[config.mk]
export PLATFORM = sky130hd
export DESIGN_NAME = trx_spi_master
export DESIGN_NICKNAME = d
export VERILOG_FILES = /design/src/rtl/trx_spi_pkg.sv /design/src/rtl/trx_spi_tick.sv /design/src/rtl/trx_spi_master.sv
export SDC_FILE = /design/constraint.sdc
export NUM_CORES = 1
export LEC_CHECK = 0
export BUFFER_PORTS_ARGS = -buffer_cell sky130_fd_sc_hd__buf_4
export CAP_MARGIN = 20
export CORE_ASPECT_RATIO = 1.5
export CORE_MARGIN = 8
export CORE_UTILIZATION = 45
export CTS_CLUSTER_DIAMETER = 150
export DETAILED_ROUTE_END_ITERATION = 10
export PLACE_DENSITY = 0.65
export SKIP_CTS_REPAIR_TIMING = 1
export SYNTH_ARGS = -nofsm -noshare
export SYNTH_HDL_FRONTEND = slang
export SYNTH_HIERARCHICAL = 1
export SYNTH_SLANG_ARGS = --single-unit
[constraint.sdc]
create_clock -name i_clk -period 2.5 [get_ports i_clk]
set_input_delay 0.375 -clock i_clk [delete_from_list [all_inputs] [get_ports i_clk]]
set_output_delay 0.375 -clock i_clk [all_outputs]
set_load 0.02 [all_outputs]
[src/rtl/trx_spi_pkg.sv]
// Shared types and constants for the transceiver SPI master and the register bank feeding it.
package trx_spi_pkg;

    typedef enum logic [2:0] {
        ST_IDLE     = 3'd0,
        ST_SETUP    = 3'd1,
        ST_SHIFT_LO = 3'd2,
        ST_SHIFT_HI = 3'd3,
        ST_HOLD     = 3'd4,
        ST_GAP      = 3'd5
    } spi_state_e;

    localparam int TRX_FRAME_BITS = 24;
    localparam int TRX_CLK_DIV    = 2;
    localparam int TRX_SS_SETUP   = 2;
    localparam int TRX_SS_HOLD    = 2;
    localparam int TRX_MIN_IDLE   = 2;

    // Transceiver frame layout: R/W flag, 7-bit register address, 16-bit data.
    localparam int TRX_RW_BIT   = 23;
    localparam int TRX_ADDR_MSB = 22;
    localparam int TRX_ADDR_LSB = 16;
    localparam int TRX_DATA_MSB = 15;
    localparam int TRX_DATA_LSB = 0;

    function automatic int max_of4(input int a, input int b, input int c, input int d);
        int m;
        m = a;
        if (b > m) m = b;
        if (c > m) m = c;
        if (d > m) m = d;
        return m;
    endfunction

endpackage

[src/rtl/trx_spi_tick.sv]
// Loadable down-counter; tc_o marks the last cycle of a loaded interval.
module trx_spi_tick #(
    parameter int CNT_W = 2
) (
    input  logic             clk_i,
    input  logic             rst_ni,
    input  logic             load_i,
    input  logic [CNT_W-1:0] load_val_i,
    output logic             tc_o
);

    logic [CNT_W-1:0] cnt_q;
    logic [CNT_W-1:0] cnt_d;

    // Next count: reload, or count down and park at zero.
    always_comb begin
        cnt_d = cnt_q;
        if (load_i) begin
            cnt_d = load_val_i;
        end else if (cnt_q != {CNT_W{1'b0}}) begin
            cnt_d = cnt_q - CNT_W'(1);
        end else begin
            cnt_d = cnt_q;
        end
    end

    // Count register.
    always_ff @(posedge clk_i or negedge rst_ni) begin
        if (!rst_ni) begin
            cnt_q <= '0;
        end else begin
            cnt_q <= cnt_d;
        end
    end

    // A value of L loaded on entry gives a state that lasts exactly L cycles.
    assign tc_o = (cnt_q == CNT_W'(1));

endmodule

[src/rtl/trx_spi_master.sv]
// Mode-0, MSB-first SPI master running one fixed-length transceiver frame per start pulse.
module trx_spi_master
    import trx_spi_pkg::*;
#(
    parameter int N_BITS   = TRX_FRAME_BITS,
    parameter int CLK_DIV  = TRX_CLK_DIV,
    parameter int SS_SETUP = TRX_SS_SETUP,
    parameter int SS_HOLD  = TRX_SS_HOLD,
    parameter int MIN_IDLE = TRX_MIN_IDLE
) (
    input  logic              i_clk,
    input  logic              i_rstb,
    input  logic              i_tx_start,
    input  logic [N_BITS-1:0] i_data_parallel,
    output logic              o_tx_end,
    output logic [N_BITS-1:0] o_data_parallel,
    output logic              o_busy,
    output logic              o_start_err,
    output logic              o_sclk,
    output logic              o_ss,
    output logic              o_mosi,
    input  logic              i_miso
);

    localparam int CNT_W = $clog2(max_of4(CLK_DIV, SS_SETUP, SS_HOLD, MIN_IDLE) + 1);
    localparam int BIT_W = $clog2(N_BITS + 1);

    if ((N_BITS < 8) || (N_BITS > 32) || (CLK_DIV < 1) || (SS_SETUP < 1) ||
        (SS_HOLD < 1) || (MIN_IDLE < 1)) begin : g_param_check
        $error("trx_spi_master: illegal parameter value");
    end

    spi_state_e        state_q;
    logic [N_BITS-1:0] tx_sr_q;
    logic [N_BITS-1:0] rx_sr_q;
    logic [N_BITS-1:0] rdata_q;
    logic [BIT_W-1:0]  bit_cnt_q;
    logic              sclk_q;
    logic              ss_q;
    logic              mosi_q;
    logic              tx_end_q;
    logic              busy_q;
    logic              start_err_q;

    logic              tc_s;
    logic              accept_s;
    logic              load_s;
    logic [CNT_W-1:0]  load_val_s;

    // The final GAP cycle doubles as the IDLE re-entry, so a held start gives exactly MIN_IDLE of SS high.
    assign accept_s = i_tx_start & ((state_q == ST_IDLE) | ((state_q == ST_GAP) & tc_s));

    // Interval reload for whichever state is entered next.
    always_comb begin
        load_s     = 1'b0;
        load_val_s = '0;
        if (accept_s) begin
            load_s     = 1'b1;
            load_val_s = CNT_W'(SS_SETUP);
        end else if (tc_s) begin
            case (state_q)
                ST_SETUP, ST_SHIFT_LO: begin
                    load_s = 1'b1;
                    if (bit_cnt_q < BIT_W'(N_BITS)) begin
                        load_val_s = CNT_W'(CLK_DIV);
                    end else begin
                        load_val_s = CNT_W'(SS_HOLD);
                    end
                end
                ST_SHIFT_HI: begin
                    load_s     = 1'b1;
                    load_val_s = CNT_W'(CLK_DIV);
                end
                ST_HOLD: begin
                    load_s     = 1'b1;
                    load_val_s = CNT_W'(MIN_IDLE);
                end
                default: begin
                    load_s     = 1'b0;
                    load_val_s = '0;
                end
            endcase
        end else begin
            load_s     = 1'b0;
            load_val_s = '0;
        end
    end

    trx_spi_tick #(
        .CNT_W (CNT_W)
    ) u_tick (
        .clk_i      (i_clk),
        .rst_ni     (i_rstb),
        .load_i     (load_s),
        .load_val_i (load_val_s),
        .tc_o       (tc_s)
    );

    // Frame sequencer: state, shift registers and every registered pin.
    always_ff @(posedge i_clk or negedge i_rstb) begin
        if (!i_rstb) begin
            state_q     <= ST_IDLE;
            tx_sr_q     <= '0;
            rx_sr_q     <= '0;
            rdata_q     <= '0;
            bit_cnt_q   <= '0;
            sclk_q      <= 1'b0;
            ss_q        <= 1'b1;
            mosi_q      <= 1'b0;
            tx_end_q    <= 1'b0;
            busy_q      <= 1'b0;
            start_err_q <= 1'b0;
        end else begin
            tx_end_q    <= 1'b0;
            start_err_q <= i_tx_start & ~accept_s;
            if (accept_s) begin
                state_q   <= ST_SETUP;
                tx_sr_q   <= i_data_parallel;
                mosi_q    <= i_data_parallel[N_BITS-1];
                ss_q      <= 1'b0;
                busy_q    <= 1'b1;
                bit_cnt_q <= '0;
            end else if (tc_s) begin
                case (state_q)
                    ST_SETUP, ST_SHIFT_LO: begin
                        if (bit_cnt_q < BIT_W'(N_BITS)) begin
                            state_q <= ST_SHIFT_HI;
                            sclk_q  <= 1'b1;
                            rx_sr_q <= {rx_sr_q[N_BITS-2:0], i_miso};
                        end else begin
                            state_q <= ST_HOLD;
                        end
                    end
                    ST_SHIFT_HI: begin
                        state_q   <= ST_SHIFT_LO;
                        sclk_q    <= 1'b0;
                        bit_cnt_q <= bit_cnt_q + BIT_W'(1);
                        if ((bit_cnt_q + BIT_W'(1)) < BIT_W'(N_BITS)) begin
                            mosi_q  <= tx_sr_q[N_BITS-2];
                            tx_sr_q <= {tx_sr_q[N_BITS-2:0], 1'b0};
                        end
                    end
                    ST_HOLD: begin
                        state_q  <= ST_GAP;
                        ss_q     <= 1'b1;
                        tx_end_q <= 1'b1;
                        rdata_q  <= rx_sr_q;
                        mosi_q   <= 1'b0;
                    end
                    ST_GAP: begin
                        state_q <= ST_IDLE;
                        busy_q  <= 1'b0;
                    end
                    ST_IDLE: begin
                        state_q <= ST_IDLE;
                    end
                    default: begin
                        state_q <= ST_IDLE;
                        ss_q    <= 1'b1;
                        sclk_q  <= 1'b0;
                        mosi_q  <= 1'b0;
                        busy_q  <= 1'b0;
                    end
                endcase
            end
        end
    end

    assign o_tx_end        = tx_end_q;
    assign o_data_parallel = rdata_q;
    assign o_busy          = busy_q;
    assign o_start_err     = start_err_q;
    assign o_sclk          = sclk_q;
    assign o_ss            = ss_q;
    assign o_mosi          = mosi_q;

endmodule
==> flow_metrics.env, run 1 <==
export IMPL_required_ns=2.72
export IMPL_rsz0062_at_grt="no"
export IMPL_via_per_inst=5.47
export IMPL_die_h_um=129
export IMPL_drive_gt1_frac=0.407
export IMPL_hold_violations=9
export IMPL_cts_tree="done"
export IMPL_grt_max_degree=55
export IMPL_crit_arrival_ns=2.46
export IMPL_yosys_area_top_type="dfrtp_1"
export IMPL_avgRoutedWirePerCell_um=16.4
export IMPL_synthesis_instances=291
export IMPL_place_ws_ns=0.274
export IMPL_power_leakage_uw=0.00233
export IMPL_path_clk_slew_ns=0.06
export IMPL_synth_fp_nets=322
export IMPL_drt_pass1_iter_count=4
export IMPL_hold_path_class="in -> async"
export IMPL_status="finished, violations left"
export IMPL_diodes=0
export IMPL_timing_fmax_mhz=447
export IMPL_power_density_nw_per_um2=1050
export IMPL_drv_cap=0
export IMPL_finalSetupViolations=0
export IMPL_rr_startpoint="u_tick/cnt_q[1]$_DFFE_PN0P_"
export IMPL_holdWs_ns=-0.0128
export IMPL_die_area_um2=11900
export IMPL_place_area_um2=4360
export IMPL_cp_end_kind="register"
export IMPL_maxSlewViolCount=0
export IMPL_row_count=41
export IMPL_overflow=0
export IMPL_period_share=0.896
export IMPL_path_max_fanout=25
export IMPL_violations="negative hold slack"
export IMPL_worst_pin_slew_ns=0.837
export IMPL_syn_to_final_growth_pct=21.2
export IMPL_clk_path_buf_depth=2
export IMPL_vdd_drop_max_uv=629
export IMPL_rrSetupSlack_ns=0.26
export IMPL_avgSynthCellArea_um2=13.3
export IMPL_ys_ff_latch=87
export IMPL_worst_slack_ns=0.261
export IMPL_gr_usage_all_layers=0.136
export IMPL_grt_pass1_wl_um=13000
export IMPL_vias=2506
export IMPL_antenna_left=0
export IMPL_relSlewSlack=0.441
export IMPL_initial_core_util=0.462
export IMPL_synth_common_cells="dfrtp_1 (86), mux2_2 (49), a221o_1 (21)"
export IMPL_synth_warning_count=6
export IMPL_yosysSeqAreaShare=0.564
export IMPL_drc=0
export IMPL_period_minus_slack_ns=2.24
export IMPL_setup_tns_ns=0
export IMPL_drtIter0Drc=125
export IMPL_synth_flop_cell="dfrtp_1"
export IMPL_clock_skew_ns=0.00522
export IMPL_netlist_top_cells_area="dfrtp_1 (56%), mux2_2 (14%), a221o_1 (5.4%)"
export IMPL_design_area_um2=4680
export IMPL_fin_nets=377
export IMPL_die_w_um=91.6
export IMPL_cts_root_buf="clkbuf_16"
export IMPL_startpoint_type="register"
export IMPL_cts_sinks=87
export IMPL_antenna_found_initial=0
export IMPL_h_tree_depth=3
export IMPL_worst_skew_pair_late_latency_ns=0.34
export IMPL_first_global_vias=2608
export IMPL_synth_edf_count=0
export IMPL_path_class="reg -> reg"
export IMPL_routed_wl_um=7530
export IMPL_yosys_cell_count_top_type="dfrtp_1"
export IMPL_gp_congestion=0.735
export IMPL_rr_endpoint="tx_sr_q[11]$_DFFE_PN0P_"
export IMPL_yosysTopAreaCellShare=0.558
export IMPL_io_pins=58
export IMPL_hpwlAfterDp_um=5160
export IMPL_worstRegToRegCells=7
export IMPL_cts_buffers=9
export IMPL_synthesis_area_um2=3860
export IMPL_portBuffers=57
export IMPL_async_flop_share=1.00
export IMPL_synthDistinctLibCells=51
export IMPL_coreArea_um2=8360
==> worst max-delay path, stage by stage, from the launching register on <==
cell	delay, ns
dfrtp_1	0.40
inv_1	0.09
ha_1	0.34
and2_4	0.22
a21o_1	0.14
nand3b_2	0.33
and3_2	0.36
a221o_1	0.25
==> how the worst max path moves through the flow <==
stage | from | end | slack (ns) | cells after the start
2_1_floorplan | u_tick/cnt_q[1]$_DFFE_PN0P_ | tx_sr_q[3]$_DFFE_PN0P_ | 0.63 | 10
3_3_place_gp | u_tick/cnt_q[1]$_DFFE_PN0P_ | tx_sr_q[12]$_DFFE_PN0P_ | 0.33 | 7
3_5_place_dp | u_tick/cnt_q[1]$_DFFE_PN0P_ | tx_sr_q[11]$_DFFE_PN0P_ | 0.27 | 7
4_1_cts | u_tick/cnt_q[1]$_DFFE_PN0P_ | tx_sr_q[13]$_DFFE_PN0P_ | 0.26 | 7
5_1_grt | u_tick/cnt_q[1]$_DFFE_PN0P_ | tx_sr_q[11]$_DFFE_PN0P_ | 0.06 | 7
6_report | u_tick/cnt_q[1]$_DFFE_PN0P_ | tx_sr_q[11]$_DFFE_PN0P_ | 0.26 | 7
==> power by group <==
part / internal (uW) / switching [uW] / total (uW)
clock network: 880 / 546 / 1430
registers: 1760 / 272 / 2030
logic: 761 / 712 / 1470
==> layer usage <==
layer | GRT usage | part of all wire
met4 | 0.0668 | 0.019
met2 | 0.221 | 0.48
met3 | 0.0469 | 0.058
met5 | 0 | 0
met1 | 0.158 | 0.44
==> cells by family after synthesis <==
group | synth area share
xor gates and xnor gates | 0.0136
buffers and inverters | 0.0392
AOI/OAI and AO/OA | 0.114
muxes | 0.146
DFF | 0.564
adders and majority gates | 0.00973
and+or+nand+nor | 0.112
other | 0.000972
==> final cells by class <==
class / instances / area [um2]
Clock buffer: 10 / 229
Clock inverter: 6 / 92.6
Fill cell: 727 / 3680
Inverter: 3 / 11.3
Multi-Input combinational cell: 182 / 1540
Sequential cell: 87 / 2180
Tap cell: 107 / 134
Timing Repair Buffer: 63 / 498
==> flip-flops by register name (all words and copies together), names as in the netlist <==
signal           count
o_mosi               1
o_ss                 1
o_start_err          1
o_tx_end             1
tx_sr_q             23
rx_sr_q             24
state_q              3
o_sclk               1
o_busy               1
bit_cnt_q            5
o_data_parallel     24
u_tick/cnt_q         2
==> stage by stage <==
stage / hold WS [ns] / util / instances / power (uW)
3_3_place_gp: 0.368 / 0.521 / 442 / 3490
4_1_cts: 0.000785 / 0.560 / 458 / 5000
3_5_place_dp: 0.369 / 0.521 / 442 / 3530
6_report: -0.0128 / 0.560 / 458 / 4930
5_1_grt: 0.0276 / 0.560 / 458 / 5240
2_1_floorplan: 0.0794 / - / 291 / 3210
==> cells in the final DEF, fill, tap and decap left out, drive strengths merged, types with 5 or more instances in the layout <==
cell	netlist	routed
a21oi	7	7
a221o	21	21
and3	21	21
buf	15	63
clkbuf	4	10
dfrtp	86	86
mux2	49	49
nand2	13	13
nor2	12	12
nor2b	6	6
o21ai	5	5
No activity file was read; power rests on OpenSTA's default activity.
==> inputs of run 2 (changes only) <==
--- a/config.mk
+++ b/config.mk
@@ -6,13 +6,14 @@
 export NUM_CORES = 1
 export LEC_CHECK = 0
 export BUFFER_PORTS_ARGS = -buffer_cell sky130_fd_sc_hd__buf_4
-export CAP_MARGIN = 20
+export CAP_MARGIN = 0
 export CORE_ASPECT_RATIO = 1.5
 export CORE_MARGIN = 8
 export CORE_UTILIZATION = 45
 export CTS_CLUSTER_DIAMETER = 150
 export DETAILED_ROUTE_END_ITERATION = 10
 export PLACE_DENSITY = 0.65
+export RECOVER_POWER = 100
 export SKIP_CTS_REPAIR_TIMING = 1
 export SYNTH_ARGS = -nofsm -noshare
 export SYNTH_HDL_FRONTEND = slang
==> run 2 against run 1 <==
The run ends with max-capacitance violations, max-slew violations left. First-iteration DRC count decreased by 18%. Clock power about the same. Via count is essentially flat. Core utilization is 1.6 points lower. Design area fell by 2.9%. Hold slack improved by 0.25 ns. Total power is 1.3% lower. Count of clock-buffer cells in the layout is the same. Wire length is essentially flat. Sequential power about the same. Maximum frequency is 0.67% lower. Clock skew barely moved.
==> flow_metrics.env, run 2 (synthesis results as in run 1) <==
export IMPL_power_leakage_uw=0.00219
export IMPL_status="finished, violations left"
export IMPL_final_core_utilization=0.544
export IMPL_final_cell_mix="dfrtp_1 (86), mux2_2 (49), clkbuf_1 (33)"
export IMPL_path_class="reg -> reg"
export IMPL_antenna_found_initial=0
export IMPL_gp_congestion=0.735
export IMPL_cp_top_family="simple AND/OR/NAND/NOR gates"
export IMPL_nFillCells=756
export IMPL_antenna_left=0
export IMPL_multi_input_comb_area_um2=1530
export IMPL_cp_end_kind="register"
export IMPL_diodes=0
export IMPL_cts_sinks=87
export IMPL_drtIter0Drc=103
export IMPL_io_pins=58
export IMPL_crit_path_max_incr_delay_ns=0.40
export IMPL_cts_buffers=9
export IMPL_crit_buf_inv=1
export IMPL_coreArea_um2=8360
export IMPL_fin_nets=377
export IMPL_row_count=41
export IMPL_grt_pass1_wl_um=13000
export IMPL_violations="max-capacitance violations, max-slew violations"
export IMPL_overflow=0
export IMPL_timing_fmax_mhz=444
export IMPL_worst_skew_pair_late_latency_ns=0.34
export IMPL_die_h_um=129
export IMPL_hpwlAfterDp_um=5160
export IMPL_vias=2505
export IMPL_die_w_um=91.6
export IMPL_finalSetupViolations=0
export IMPL_seqCellArea_um2=2180
export IMPL_power_density_nw_per_um2=1070
export IMPL_cts_root_buf="clkbuf_16"
export IMPL_path_max_fanout=25
export IMPL_portBuffers=57
export IMPL_period_minus_slack_ns=2.25
export IMPL_drv_cap=1
export IMPL_hold_violations=0
export IMPL_required_ns=2.72
export IMPL_startpoint_type="register"
export IMPL_first_global_vias=2608
export IMPL_drive_gt1_frac=0.313
export IMPL_dp_cells=442
export IMPL_slowest_stage="dfrtp_1"
export IMPL_h_tree_depth=3
export IMPL_drc=0
export IMPL_initial_core_util=0.462
export IMPL_syn_to_final_growth_pct=17.8
export IMPL_drt_pass1_iter_count=4
export IMPL_maxSlewViolCount=34
export IMPL_fin_cells=458
export IMPL_avgRoutedWirePerCell_um=16.4
export IMPL_cts_tree="done"
export IMPL_worst_pin_slew_ns=1.97
export IMPL_final_common_cell="dfrtp_1"
export IMPL_vdd_drop_max_uv=627
export IMPL_clock_skew_ns=0.00519
export IMPL_setup_tns_ns=0
export IMPL_relSlewSlack=-0.312
export IMPL_path_clk_slew_ns=0.06
export IMPL_hold_path_class="in -> reg"
export IMPL_period_share=0.902
export IMPL_via_per_inst=5.47
export IMPL_routed_wl_um=7520
export IMPL_rsz0062_at_grt="no"
export IMPL_crit_arrival_ns=2.47
export IMPL_path_cells="inv_1 > ha_1 > and2_4 > a21o_1 > nand3b_2 > and3_2 > a221o_1"
export IMPL_die_area_um2=11900
export IMPL_gr_usage_all_layers=0.136
export IMPL_clk_path_buf_depth=2
export IMPL_grt_max_degree=55
==> run 2: path summary, 6_finish.rpt <==
check / startpoint / to / slack [ns] / cells past startpoint
worst min register to register: o_busy$_DFFE_PN0P_ / o_busy$_DFFE_PN0P_ / 0.50 / 1
worst max-delay path: u_tick/cnt_q[1]$_DFFE_PN0P_ / tx_sr_q[11]$_DFFE_PN0P_ / 0.25 / 7
min in group asynchronous: i_rstb / tx_sr_q[3]$_DFFE_PN0P_ / 0.58 / 1
max in group asynchronous: i_rstb / o_busy$_DFFE_PN0P_ / 0.78 / 1
worst max register to register: u_tick/cnt_q[1]$_DFFE_PN0P_ / tx_sr_q[11]$_DFFE_PN0P_ / 0.25 / 7
worst min-delay path: i_data_parallel[0] / tx_sr_q[0]$_DFFE_PN0P_ / 0.24 / 3
==> run 2: report_power, final <==
part           internal (uW)  switching [uW]
registers               1760             272
clock network            880             546
logic                    711             700
total                   3350            1520
==> run 2: cell type report <==
| class | instances | area share |
|---|---|---|
| well taps | 107 | 0.0295 |
| multi-input cells | 182 | 0.336 |
| flip-flops and latches | 87 | 0.479 |
| clock buffers | 10 | 0.0504 |
| clock inverters | 6 | 0.0204 |
| inverters | 3 | 0.00248 |
| repair buffers | 63 | 0.0826 |
==> run 2: layer usage <==
layer,share of wire,global-route usage
met2,0.48,0.221
met1,0.44,0.158
met4,0.019,0.0668
met5,0,0
met3,0.060,0.0469
==> run 2: stage by stage <==
step                setup slack, ns  instance area [um2]  hold slack, ns  power, uW
floorplan                     0.626                 3860          0.0794       3210
global placement              0.327                 4360           0.368       3490
detailed placement            0.274                 4360           0.369       3530
CTS                           0.265                 4680        0.000785       5000
global route                 0.0552                 4550           0.259       5180
finish                        0.246                 4550           0.242       4870
==> run 2: worst register-to-register path: cells and delay by family, from the launching register on <==
kind	cells	cell delay [ns]
compound gates	2	0.40
simple gates	3	0.91
flops	1	0.40
buf+inv	1	0.09
fa+ha+maj	1	0.34
